## config.mk

```make
export PLATFORM = sky130hd
export DESIGN_NAME = alu_muldiv_flat
export DESIGN_NICKNAME = d
export VERILOG_FILES = /design/src/rtl/mips_pkg.sv /design/src/rtl/alu_muldiv_if.sv /design/src/rtl/muldiv_iter.sv /design/src/rtl/alu_muldiv.sv /design/src/flat_wrapper.sv
export SDC_FILE = /design/constraint.sdc
export NUM_CORES = 1
export LEC_CHECK = 0
export CAP_MARGIN = 20
export CORE_MARGIN = 4
export CORE_UTILIZATION = 54
export CTS_CLUSTER_DIAMETER = 30
export CTS_CLUSTER_SIZE = 12
export DETAILED_ROUTE_END_ITERATION = 10
export PLACE_DENSITY = 0.82
export SYNTH_ARGS = -nofsm -noshare
export SYNTH_HDL_FRONTEND = slang
export SYNTH_SLANG_ARGS = --single-unit
```

## constraint.sdc

```tcl
create_clock -name clk -period 3.3 [get_ports clk]
set_clock_uncertainty 0.1 [all_clocks]
set_input_delay 0.33 -clock clk [delete_from_list [all_inputs] [get_ports clk]]
set_output_delay 0.33 -clock clk [all_outputs]
set_load 0.005 [all_outputs]
```

## src/rtl/mips_pkg.sv

```systemverilog
// rtl/mips_pkg.sv - shared func codes, FSM state type and width for the mul/div unit
package mips_pkg;

  localparam int WIDTH = 32;
  localparam int CNT_W = $clog2(WIDTH);

  localparam logic [5:0] FUNC_MFHI  = 6'h10;
  localparam logic [5:0] FUNC_MTHI  = 6'h11;
  localparam logic [5:0] FUNC_MFLO  = 6'h12;
  localparam logic [5:0] FUNC_MTLO  = 6'h13;
  localparam logic [5:0] FUNC_MULT  = 6'h18;
  localparam logic [5:0] FUNC_MULTU = 6'h19;
  localparam logic [5:0] FUNC_DIV   = 6'h1A;
  localparam logic [5:0] FUNC_DIVU  = 6'h1B;

  typedef enum logic [1:0] {IDLE, PREP, RUN, FIX} muldiv_state_t;

  function automatic logic is_hilo_func(input logic [5:0] f);
    return f inside {FUNC_MFHI, FUNC_MTHI, FUNC_MFLO, FUNC_MTLO,
                     FUNC_MULT, FUNC_MULTU, FUNC_DIV, FUNC_DIVU};
  endfunction

  function automatic logic is_muldiv_func(input logic [5:0] f);
    return f inside {FUNC_MULT, FUNC_MULTU, FUNC_DIV, FUNC_DIVU};
  endfunction

endpackage

```

## src/rtl/alu_muldiv_if.sv

```systemverilog
// rtl/alu_muldiv_if.sv - request/result bundle between the ALU front stage and the mul/div unit
interface alu_muldiv_if;
  import mips_pkg::*;

  logic             start;
  logic [5:0]       func;
  logic [WIDTH-1:0] op1;
  logic [WIDTH-1:0] op2;
  logic [WIDTH-1:0] hi;
  logic [WIDTH-1:0] lo;
  logic             busy;
  logic             done;
  logic             stall;

  modport master (output start, func, op1, op2, input hi, lo, busy, done, stall);
  modport slave  (input start, func, op1, op2, output hi, lo, busy, done, stall);
endinterface

```

## src/rtl/muldiv_iter.sv

```systemverilog
// rtl/muldiv_iter.sv - one-bit-per-cycle shift-add multiply / restoring divide datapath
module muldiv_iter
  import mips_pkg::*;
(
  input  logic               clk,
  input  logic               rst,
  input  logic               load,
  input  logic               is_div,
  input  logic               step,
  input  logic [WIDTH-1:0]   a,
  input  logic [WIDTH-1:0]   b,
  output logic               last,
  output logic [WIDTH-1:0]   remainder,
  output logic [WIDTH-1:0]   quotient,
  output logic [2*WIDTH-1:0] product
);
  logic [2*WIDTH-1:0] acc_q, acc_d;
  logic [WIDTH-1:0]   mcand_q;
  logic [CNT_W-1:0]   cnt_q;
  logic [WIDTH:0]     sum, shifted, trial;

  // Multiply: add into the upper half then shift right. Divide: shift left, trial-subtract.
  always_comb begin
    acc_d   = acc_q;
    sum     = '0;
    shifted = '0;
    trial   = '0;
    if (is_div) begin
      shifted = acc_q[2*WIDTH-1:WIDTH-1];
      trial   = shifted - {1'b0, mcand_q};
      if (trial[WIDTH]) acc_d = {shifted[WIDTH-1:0], acc_q[WIDTH-2:0], 1'b0};
      else              acc_d = {trial[WIDTH-1:0], acc_q[WIDTH-2:0], 1'b1};
    end else begin
      sum   = {1'b0, acc_q[2*WIDTH-1:WIDTH]} + (acc_q[0] ? {1'b0, mcand_q} : '0);
      acc_d = {sum, acc_q[WIDTH-1:1]};
    end
  end

  always_ff @(posedge clk) begin
    if (rst) begin
      acc_q   <= '0;
      mcand_q <= '0;
      cnt_q   <= '0;
    end else if (load) begin
      acc_q   <= {{WIDTH{1'b0}}, (is_div ? a : b)};
      mcand_q <= is_div ? b : a;
      cnt_q   <= CNT_W'(WIDTH - 1);
    end else if (step) begin
      acc_q   <= acc_d;
      cnt_q   <= cnt_q - CNT_W'(1);
    end
  end

  assign last      = (cnt_q == '0);
  assign remainder = acc_q[2*WIDTH-1:WIDTH];
  assign quotient  = acc_q[WIDTH-1:0];
  assign product   = acc_q;
endmodule

```

## src/rtl/alu_muldiv.sv

```systemverilog
// rtl/alu_muldiv.sv - mul/div sequencer with sign handling and architectural HI/LO
module alu_muldiv
  import mips_pkg::*;
(
  input  logic        clk,
  input  logic        rst,
  alu_muldiv_if.slave bus
);
  muldiv_state_t      state_q;
  logic [WIDTH-1:0]   op1_q, op2_q, hi_q, lo_q, hi_d, lo_d, a_abs, b_abs;
  logic               is_div_q, signed_q, neg_res_q, neg_dvd_q, busy_q, done_q;
  logic               last;
  logic [WIDTH-1:0]   remainder, quotient;
  logic [2*WIDTH-1:0] product, product_fix;

  assign bus.stall = bus.start & is_hilo_func(bus.func) & busy_q;
  assign bus.hi    = hi_q;
  assign bus.lo    = lo_q;
  assign bus.busy  = busy_q;
  assign bus.done  = done_q;

  always_comb begin
    a_abs = (signed_q && op1_q[WIDTH-1]) ? -op1_q : op1_q;
    b_abs = (signed_q && op2_q[WIDTH-1]) ? -op2_q : op2_q;
  end

  // Divide by zero bypasses sign fix-up: HI gets the raw dividend, LO all ones.
  always_comb begin
    hi_d        = hi_q;
    lo_d        = lo_q;
    product_fix = neg_res_q ? -product : product;
    if (is_div_q) begin
      if (op2_q == '0) begin
        hi_d = op1_q;
        lo_d = '1;
      end else begin
        lo_d = neg_res_q ? -quotient : quotient;
        hi_d = neg_dvd_q ? -remainder : remainder;
      end
    end else begin
      {hi_d, lo_d} = product_fix;
    end
  end

  muldiv_iter u_iter (
    .clk       (clk),
    .rst       (rst),
    .load      (state_q == PREP),
    .is_div    (is_div_q),
    .step      (state_q == RUN),
    .a         (a_abs),
    .b         (b_abs),
    .last      (last),
    .remainder (remainder),
    .quotient  (quotient),
    .product   (product)
  );

  always_ff @(posedge clk) begin
    if (rst) begin
      state_q   <= IDLE;
      op1_q     <= '0;
      op2_q     <= '0;
      hi_q      <= '0;
      lo_q      <= '0;
      is_div_q  <= 1'b0;
      signed_q  <= 1'b0;
      neg_res_q <= 1'b0;
      neg_dvd_q <= 1'b0;
      busy_q    <= 1'b0;
      done_q    <= 1'b0;
    end else begin
      done_q <= 1'b0;
      case (state_q)
        IDLE: begin
          if (bus.start) begin
            if (is_muldiv_func(bus.func)) begin
              op1_q    <= bus.op1;
              op2_q    <= bus.op2;
              is_div_q <= bus.func[1];
              signed_q <= ~bus.func[0];
              busy_q   <= 1'b1;
              state_q  <= PREP;
            end else if (bus.func == FUNC_MTHI) begin
              hi_q <= bus.op1;
            end else if (bus.func == FUNC_MTLO) begin
              lo_q <= bus.op1;
            end
          end
        end
        PREP: begin
          neg_res_q <= signed_q & (op1_q[WIDTH-1] ^ op2_q[WIDTH-1]);
          neg_dvd_q <= signed_q & op1_q[WIDTH-1];
          state_q   <= RUN;
        end
        RUN: begin
          if (last) state_q <= FIX;
        end
        FIX: begin
          hi_q    <= hi_d;
          lo_q    <= lo_d;
          busy_q  <= 1'b0;
          done_q  <= 1'b1;
          state_q <= IDLE;
        end
        default: state_q <= IDLE;
      endcase
    end
  end
endmodule
```

## src/flat_wrapper.sv

```systemverilog
// flat-port wrapper written by rule: the top's interface ports become plain ports
module alu_muldiv_flat import mips_pkg::*;
  (clk, rst, bus_start, bus_func, bus_op1, bus_op2, bus_hi, bus_lo, bus_busy, bus_done, bus_stall);
  alu_muldiv_if bus_i ();
  input  logic clk;
  input  logic rst;
  input wire logic [$bits(bus_i.start)-1:0] bus_start;
  input wire logic [$bits(bus_i.func)-1:0] bus_func;
  input wire logic [$bits(bus_i.op1)-1:0] bus_op1;
  input wire logic [$bits(bus_i.op2)-1:0] bus_op2;
  output wire logic [$bits(bus_i.hi)-1:0] bus_hi;
  output wire logic [$bits(bus_i.lo)-1:0] bus_lo;
  output wire logic [$bits(bus_i.busy)-1:0] bus_busy;
  output wire logic [$bits(bus_i.done)-1:0] bus_done;
  output wire logic [$bits(bus_i.stall)-1:0] bus_stall;
  assign bus_i.start = bus_start;
  assign bus_i.func = bus_func;
  assign bus_i.op1 = bus_op1;
  assign bus_i.op2 = bus_op2;
  assign bus_hi = bus_i.hi;
  assign bus_lo = bus_i.lo;
  assign bus_busy = bus_i.busy;
  assign bus_done = bus_i.done;
  assign bus_stall = bus_i.stall;
  alu_muldiv u_core (.clk(clk), .rst(rst), .bus(bus_i));
endmodule
```

# Yosys cells after proc, flatten, opt, wreduce, memory -nomap -nowiden
# Index checks and enable logic that the tools add are counted.
[word_totals] register_bits=237 out_inout_bits=67 wordCells=97
[classes] add_sub_neg=8 eq_ne=18 muxes=35 n_bitwise=6 n_reduce_logical=15
[op_table] operator="32-bit 2-to-1 mux" n=20
[op_table] operator="64-bit 2-to-1 mux" n=3
[op_table] operator="32-bit negator" n=4
[op_table] operator="32-bit one-hot mux with 2 select lines" n=2
[op_table] operator="64-bit negator" n=1
[op_table] operator="6-bit by 5-bit == test with 1-bit output, second input constant" n=8
[op_table] operator="32-bit by 32-bit adder with 33-bit output" n=1
[op_table] operator="33-bit by 32-bit subtractor with 33-bit output" n=1
[op_table] operator="32-bit zero test" n=1
[op_table] operator="5-bit 2-to-1 mux" n=2
[op_table] operator="3-bit AND reduction" n=3
[op_table] operator="2-bit by 1-bit inequality test with 1-bit output, second input constant" n=4
[op_table] operator="2-bit one-hot mux with 4 select lines" n=1
[op_table] operator="8-bit nonzero test" n=1
[op_table] operator="2-bit 2-to-1 mux" n=3
[op_table] operator="2-bit inequality test, second input constant" n=3
[op_table] operator="5-bit zero test" n=1
[op_table] operator="5-bit AND reduction" n=1
[op_table] operator="5-bit by 1-bit subtractor with 5-bit output, second input constant" n=1
[op_table] operator="1-bit bitwise AND" n=4
[op_table] operator="2-bit == test, second input constant" n=2
[op_table] operator="4-bit AND reduction" n=1
[op_table] operator="2-bit nonzero test" n=2
[op_table] operator="4-bit nonzero test" n=1
[op_table] operator="other kinds (8)" n=11

# Depth between registers and ports, before layout
# Gate-level depths: netlist of run 1.
[depth] depth_word=6 mapped_depth=15

# Hierarchy
# Synthesis of run 1 repeated with hierarchy kept, for this count alone.
[hier_totals] cells_unflattened=2537 area_unflattened_um2=19421.1
[modules_own_cells] mod="alu_muldiv" n_inst=1 cells_per_inst=1400 area_each_um2=10153.5 seq_area_each_um2=2722.6
[modules_own_cells] mod="muldiv_iter" n_inst=1 cells_per_inst=1137 area_each_um2=9267.6 seq_area_each_um2=2021.9

# Worst setup path before layout of run 1
# No wires, ideal clock.
[synth_timing] path_type="register to register" startpoint="reg u_core.u_iter.acc_q[32], in the netlist u_core.u_iter.product[32]" endpoint="reg u_core.u_iter.acc_q[41], in the netlist u_core.u_iter.product[41]" setup_time_ps=117 arrival_ps=3316 required_time_ps=3083 slack_ps=-234 stages_incl_launch_ff=15 n_path_buf=3 path_cell_list="dfxtp_1 -> clkbuf_1 -> inv_1 -> fa_1 -> nor2b_1 -> o2111ai_1 -> a2111oi_0 -> or3_1 -> a31oi_4 -> a221oi_4 -> and2_1 -> buf_2 -> buf_4 -> o211ai_1 -> a32o_1"
[synth_between] elab_chain_len=3
[synth_lines] item="from (decl)" line="muldiv_iter.sv:17" rtl="logic [2*WIDTH-1:0] acc_q, acc_d;"
[synth_lines] item="from (signal assigned)" line="muldiv_iter.sv:45" rtl="acc_q <= {{WIDTH{1'b0}}, (is_div ? a : b)};"
[synth_lines] item="33-bit by 32-bit subtractor with 33-bit output" line="muldiv_iter.sv:30" rtl="trial = shifted - {1'b0, mcand_q};"
[synth_lines] item="64-bit 2-to-1 mux" line="muldiv_iter.sv:31" rtl="if (trial[WIDTH]) acc_d = {shifted[WIDTH-1:0], acc_q[WIDTH-2:0], 1'b0};"
[synth_lines] item="64-bit 2-to-1 mux *" line="muldiv_iter.sv:28" rtl="if (is_div) begin"
# Mark *: on every way between the ends. The rest lies on a longest branch, timed or not.
# A chain may end at the register's enable or synchronous reset.

# Worst setup path after layout of run 1
[layout_timing] startpoint="reg u_core.u_iter.acc_q[0], in the netlist u_core.u_iter.product[0]" endpoint="reg u_core.hi_q[18], in the netlist u_core.bus.hi[18]"
[layout_between] elab_chain_len=4
[layout_lines] item="64-bit negator" line="alu_muldiv.sv:31" rtl="product_fix = neg_res_q ? -product : product;"
[layout_lines] item="64-bit 2-to-1 mux" line="alu_muldiv.sv:31"
[layout_lines] item="32-bit 2-to-1 mux" line="alu_muldiv.sv:32" rtl="if (is_div_q) begin"
[layout_lines] item="32-bit one-hot mux with 2 select lines" line="alu_muldiv.sv:74" rtl="case (state_q)"
[layout_lines] item="to (signal assigned)" line="alu_muldiv.sv:85" rtl="hi_q <= bus.op1;"
[layout_lines] item="to (signal assigned)" line="alu_muldiv.sv:100" rtl="hi_q <= hi_d;"
[layout_lines] item="to (decl)" line="alu_muldiv.sv:10" rtl="logic [WIDTH-1:0] op1_q, op2_q, hi_q, lo_q, hi_d, lo_d, a_abs, b_abs;"
# No other way between the ends.

==> results of run 1 <==
==> final cells by class <==
class | count | area, µm²
clock buffers | 62 | 1378
inverters | 76 | 287.8
clock inverters | 32 | 387.9
well taps | 442 | 553.0
diodes | 1 | 2.502
fillers | 2478 | 9106
multi-input cells | 1877 | 12780
flip-flops and latches | 237 | 4758
repair buffers | 387 | 3450
==> cell usage after synthesis, drive strengths merged (24+ instances only) <==
library cell / number
a211oi: 45
o21ai: 140
xor2: 81
dfxtp: 237
a21oi: 238
clkbuf: 153
buf: 29
o221ai: 39
o31ai: 42
mux2i: 66
nand4: 24
nand3: 40
ha: 74
nand2: 303
nor2: 254
o41ai: 26
mux4: 27
nor2b: 24
a21o: 37
inv: 74
nor3: 43
xnor2: 116
==> cell families (layout without fill, tap and decap cells) <==
logic type	count (synthesis)	count (layout)	synth area share (%)
other	0	1	0
XOR/XNOR	197	197	9.614
AO/OA/AOI/OAI	695	695	25.05
AND/OR/NAND/NOR	808	808	20.39
multiplexers	101	101	7.571
buffers and inverters	258	557	5.556
flip-flops	237	237	26.44
adder cells (fa/ha/maj)	76	76	5.382
==> routing by layer <==
layer	part of all wire (%)	wire [µm]
met5	0.026	19
met1	37	27000
met4	6.9	5010
met2	45	32600
met3	11	7840
==> path summary, 6_finish.rpt <==
path                                 start                   endpoint  slack, ns
hold reg to reg          u_core.bus.lo[15]          u_core.bus.lo[15]       0.35
setup reg to reg  u_core.u_iter.product[0]          u_core.bus.hi[18]      -0.12
hold / removal                         rst  u_core.u_iter.product[25]       0.09
setup / recovery  u_core.u_iter.product[0]          u_core.bus.hi[18]      -0.12
==> through the flow <==
stage,instances,power [W],setup WS (ns),hold slack [ns]
2_1_floorplan,2372,0.007011,0.002269,0.3257
3_5_place_dp,2997,0.009215,-0.3402,0.3465
5_1_grt,3113,0.01626,-0.1821,0.1047
4_1_cts,3103,0.01498,-0.03697,0.07051
3_3_place_gp,2997,0.009139,-0.3261,0.3413
6_report,3114,0.01580,-0.1207,0.09406
==> worst register-to-register path, delay by kind of cell, from the launching register on <==
| kind | cells | cell delay (ns) |
|---|---|---|
| and+or+nand+nor | 4 | 1.13 |
| AOI/OAI and AO/OA | 3 | 0.76 |
| buffers and inverters | 5 | 0.69 |
| DFF | 1 | 0.33 |
| adders and majority gates | 1 | 0.18 |
| xor gates and xnor gates | 1 | 0.10 |
==> sequential cells by signal, indices dropped and copies added, names as in the netlist <==
signal	count
u_core.neg_dvd_q	1
u_core.bus.busy	1
u_core.op1_q	32
u_core.op2_q	32
u_core.bus.done	1
u_core.bus.lo	32
u_core.state_q	2
u_core.bus.hi	32
u_core.u_iter.mcand_q	32
u_core.u_iter.product	64
u_core.u_iter.cnt_q	5
u_core.is_div_q	1
u_core.signed_q	1
u_core.neg_res_q	1
==> power by group <==
part	switching, W	internal [W]
clock	0.00177	0.00346
sequential	0.000130	0.00299
combinational	0.00418	0.00327
==> repair_timing <==
action | in CTS | in global routing
endpoints found under the setup margin | 40 | 50
hold endpoints to repair | 0 | 0
setup buffers | 11 | 9
cloned | 1 | 1
hold buffers | 0 | 0
pin swaps | 25 | 44
resized for setup | 39 | 86
==> flow_summary.ini, run 1 <==
[floorplanning]
coreArea_mm2 = 0.03270
io_pins = 140
initial_utilization_pct = 54.88
die_h_um = 190.3
die_area_mm2 = 0.03622
die_w_um = 190.3
rows = 66

[status]
violations = setup timing
status = complete, but fails checks

[clock_tree]
worstSkewPairLatency_ns = 0.58
tritoncts = done
cts.sinks = 237
h-tree-depth = 2
cts_buffers = 51
clk_pin_slew_worst_paths_ns = 0.06
cts_root_buffer = clkbuf_16
clk_path_buf_depth = 3

[job]
cap_violations = 0

[power]
p_per_area_mw_per_mm2 = 669.6
p_leak_nw = 9.399
ir_worst_vdd_mv = 0.5756

[placement]
io_buffers = 139
dp_hpwl_mm = 52.10
place.gp.congestion = 1.019
dpl-instance-area_mm2 = 0.02102

[logic_synthesis]
syn_nets = 2521
synth_area_leaders = dfxtp_1 (26%), a21oi_1 (6.6%), nand2_1 (6.3%)
syn_inst = 2372
dominantRegCellSynth = dfxtp_1
yosys_warnings = 0
synth.distinct_cells = 83
yosysSeqAreaShare_pct = 26.44
yosys.area.top_type = dfxtp_1
synthDominantCellAreaShare_pct = 26.44
syn_area_mm2 = 0.01795
avgSynthCellArea_um2 = 7.566
synth-seq-cells = 237
synth-async-reset-ratio_pct = 0
synth_edf_count = 0

[timing]
finalSetupViolCount = 14
layout_min_cycle_time_ns = 3.421
hold_viol = 0
fin_ws_ns = -0.1207
setup_tns_ns = -0.5882
tightest_slew_ns = 0.9512
max_freq_mhz = 292.3
finalCritPeriodShare_pct = 103.7
relSlewSlack_pct = 36.52
slew_viol_final = 0
rsz0062_at_grt = yes

[grt]
grt_usage_pct = 37.06
gr-usage-met2_pct = 59.67
met1_usage_pct = 46.60
grt_pass1_vias = 19026
grt-busiest-layer = met2
met3_usage_pct = 7.104
grt_antenna_before_repair = 1
grt_pass1_wl_mm = 107.2
grt-ovfl-total = 0
grt_max_degree = 85

[routing]
routed_wl_mm = 72.47
viasPerCell = 6.511
vias = 20275
drt_iter0_markers = 2628
route.detailed.drc = 0
wl_per_cell_um = 23.27
drtPass1Iterations = 8
ant_nets = 0

[setup_path]
worstPathRequired_ns = 3.62
worstSetupPathDepth = 14
r2r_cells = 14
worst-path-buf-inv = 5
path_class = register to register
worstPathMaxFanout = 9
max_stage_delay_ns = 0.46
slowest_stage = or3_4
crit_path_end_kind = register
cp_cell_sequence = buf_6, inv_4, buf_4, ha_1, nor2b_1, nand3_1, nand4b_1, buf_4, or3_4, o21ai_0, xnor2_1, a222oi_1, buf_4, a211oi_1
critPathTopFamily = simple AND/OR/NAND/NOR gates
critPathLaunchType = register
crit_arrival_ns = 3.74
worst_path_most_repeated_cell = buf_4

[worst_hold_path]
hold_path_depth = 2
worstHoldPathType = input port to register

[cells_and_area]
layout_common_cells = nand2_1 (302), nor2_1 (249), a21oi_1 (229)
final_core_util_pct = 72.15
syn2layout_area_growth_pct = 31.47
final_common_cell = nand2_1
design_area_mm2 = 0.02360
layout.nets = 2779
layout-drive-gt1-share_pct = 18.27
Note: power is estimated with default switching activity, not from simulation.
==> run 2, diff against run 1 <==
TNS_END_PERCENT = 20   (was not set)
==> flow_summary.ini, run 2 (same netlist as run 1, synthesis figures left out) <==
[power]
p_int_w = 0.009646
power_frac_clock_pct = 33.4
p_per_area_mw_per_mm2 = 668.1
ir_worst_vdd_mv = 0.5571
netSwitchingFraction_pct = 38.23
p_leak_nw = 9.360
p_seq_share_pct = 19.9
switchingPower_w = 0.005969
combPwrFrac_pct = 46.6

[timing]
rsz0062_at_grt = yes
finalCritPeriodShare_pct = 101.2
tightest_slew_ns = 0.9539
max_freq_mhz = 299.3
layout_min_cycle_time_ns = 3.341
relSlewSlack_pct = 36.34
hold_viol = 0
fin_ws_ns = -0.04102
finalSetupViolCount = 2
slew_viol_final = 0

[floorplanning]
rows = 66
coreArea_mm2 = 0.03270
die_h_um = 190.3
io_pins = 140
initial_utilization_pct = 54.88
die_w_um = 190.3
die_area_mm2 = 0.03622

[cells_and_area]
syn2layout_area_growth_pct = 30.22
final_core_util_pct = 71.47
antenna_cells = 0
instances_no_fill = 3108
final_common_cell = nand2_1
multi_input_area_mm2 = 0.01261
layout-drive-gt1-share_pct = 17.33
n_fill_cell = 2514
layout.nets = 2774
seqCellArea_mm2 = 0.004758
layout_common_cells = nand2_1 (303), nor2_1 (252), a21oi_1 (231)
largest_reg_flops = 64

[clock_tree]
postCtsHoldBufs = 0
cts.sinks = 237
clk_path_buf_depth = 3
cts_root_buffer = clkbuf_16
cts_buffers = 51
tritoncts = done
clk_pin_slew_worst_paths_ns = 0.05
h-tree-depth = 2
worstSkewPairLatency_ns = 0.58

[grt]
grt_pass1_wl_mm = 107.3
grt_pass1_vias = 19012
grt-ovfl-total = 0
grt_usage_pct = 37.11
grt_antenna_before_repair = 0
grt_max_degree = 85

[routing]
wl_per_cell_um = 22.98
ant_nets = 0
viasPerCell = 6.459
drt_iter0_markers = 2556
routed_wl_mm = 71.43
vias = 20074
route.detailed.drc = 0
drtPass1Iterations = 7

[setup_path]
rr_endpoint = u_core.u_iter.product[59]
critPathLaunchType = register
slowest_stage = fa_2
worst_path_most_repeated_cell = a221oi_2
max_stage_delay_ns = 0.42
critPathTopFamily = compound AO/OA/AOI/OAI gates
critPathLaunch = u_core.u_iter.mcand_q[0]
worstPathRequired_ns = 3.60
crit_path_end_kind = register
r2r_start = u_core.u_iter.mcand_q[0]
r2r_slack_ns = -0.04
crit_arrival_ns = 3.64
worstPathMaxFanout = 2
r2r_cells = 13
path_class = register to register
worst-path-buf-inv = 1
cp_cell_sequence = and2_4, ha_4, fa_2, a21oi_4, o22a_1, o2111ai_4, a2111oi_4, buf_4, nor2_2, a211o_1, a221oi_2, xor2_1, a221oi_2

[job]
cap_violations = 0

[placement]
io_buffers = 139
dp_hpwl_mm = 52.10
place.gp.congestion = 1.019
place_inst = 2997

[worst_hold_path]
min_to = u_core.u_iter.product[25]
hold_start = rst
hold_path_depth = 2
worstHoldPathType = input port to register

[status]
status = complete, but fails checks
violations = setup timing
## run 2: layout make-up
type                            count  share of cell area, %
Timing Repair Buffer              382                  14.54
Inverter                           76                  1.231
Clock inverter                     32                  1.660
Tap cell                          442                  2.366
Multi-Input combinational cell   1877                  53.95
Sequential cell                   237                  20.36
Clock buffer                       62                  5.894
## run 2: timing repair
| action | in CTS | in global routing |
|---|---|---|
| gates resized for setup | 40 | 54 |
| gates cloned | 1 | 1 |
| pin swaps | 25 | 29 |
| endpoints found under the setup margin | 40 | 49 |
| setup buffers | 10 | 5 |
## run 2: power groups by stage
stage / clock (W) / combinational [W] / sequential (W)
final: 0.00522 / 0.00728 / 0.00311
after global routing: 0.00539 / 0.00759 / 0.00312
after CTS: 0.00522 / 0.00665 / 0.00310
after detailed placement: 0 / 0.00606 / 0.00315
after global placement: 0 / 0.00599 / 0.00315
after floorplan: 0 / 0.00388 / 0.00313
## run 2: metal layers
layer	share of wire, %	vias to the layer above	GRT usage, %
met5	0	-	0
met4	6.6	0	21.22
li1	-	9064	-
met3	11	307	7.104
met2	45	1324	59.69
met1	37	9379	46.68
## run 2: how the worst max path moves through the flow
stage,to,slack [ns],cells after the start
finish,u_core.u_iter.product[59],-0.04,13
global route,u_core.u_iter.product[59],-0.18,13
CTS,u_core.u_iter.product[55],-0.04,13
detailed placement,u_core.u_iter.product[57],-0.34,13
global placement,u_core.u_iter.product[57],-0.33,13
floorplan,u_core.u_iter.product[40],0.002,14
## run 2: through the flow
stage | setup slack (ns) | hold WS, ns | power, W | instance area [µm²] | TNS (ns)
global route | -0.1764 | 0.1025 | 0.01609 | 23370 | -1.266
finish | -0.04102 | 0.08985 | 0.01562 | 23370 | -0.05103
global placement | -0.3261 | 0.3413 | 0.009139 | 21020 | -2.696
detailed placement | -0.3402 | 0.3465 | 0.009215 | 21020 | -4.976
CTS | -0.03697 | 0.07051 | 0.01498 | 23050 | -0.1186
floorplan | 0.002269 | 0.3257 | 0.007011 | 17980 | 0
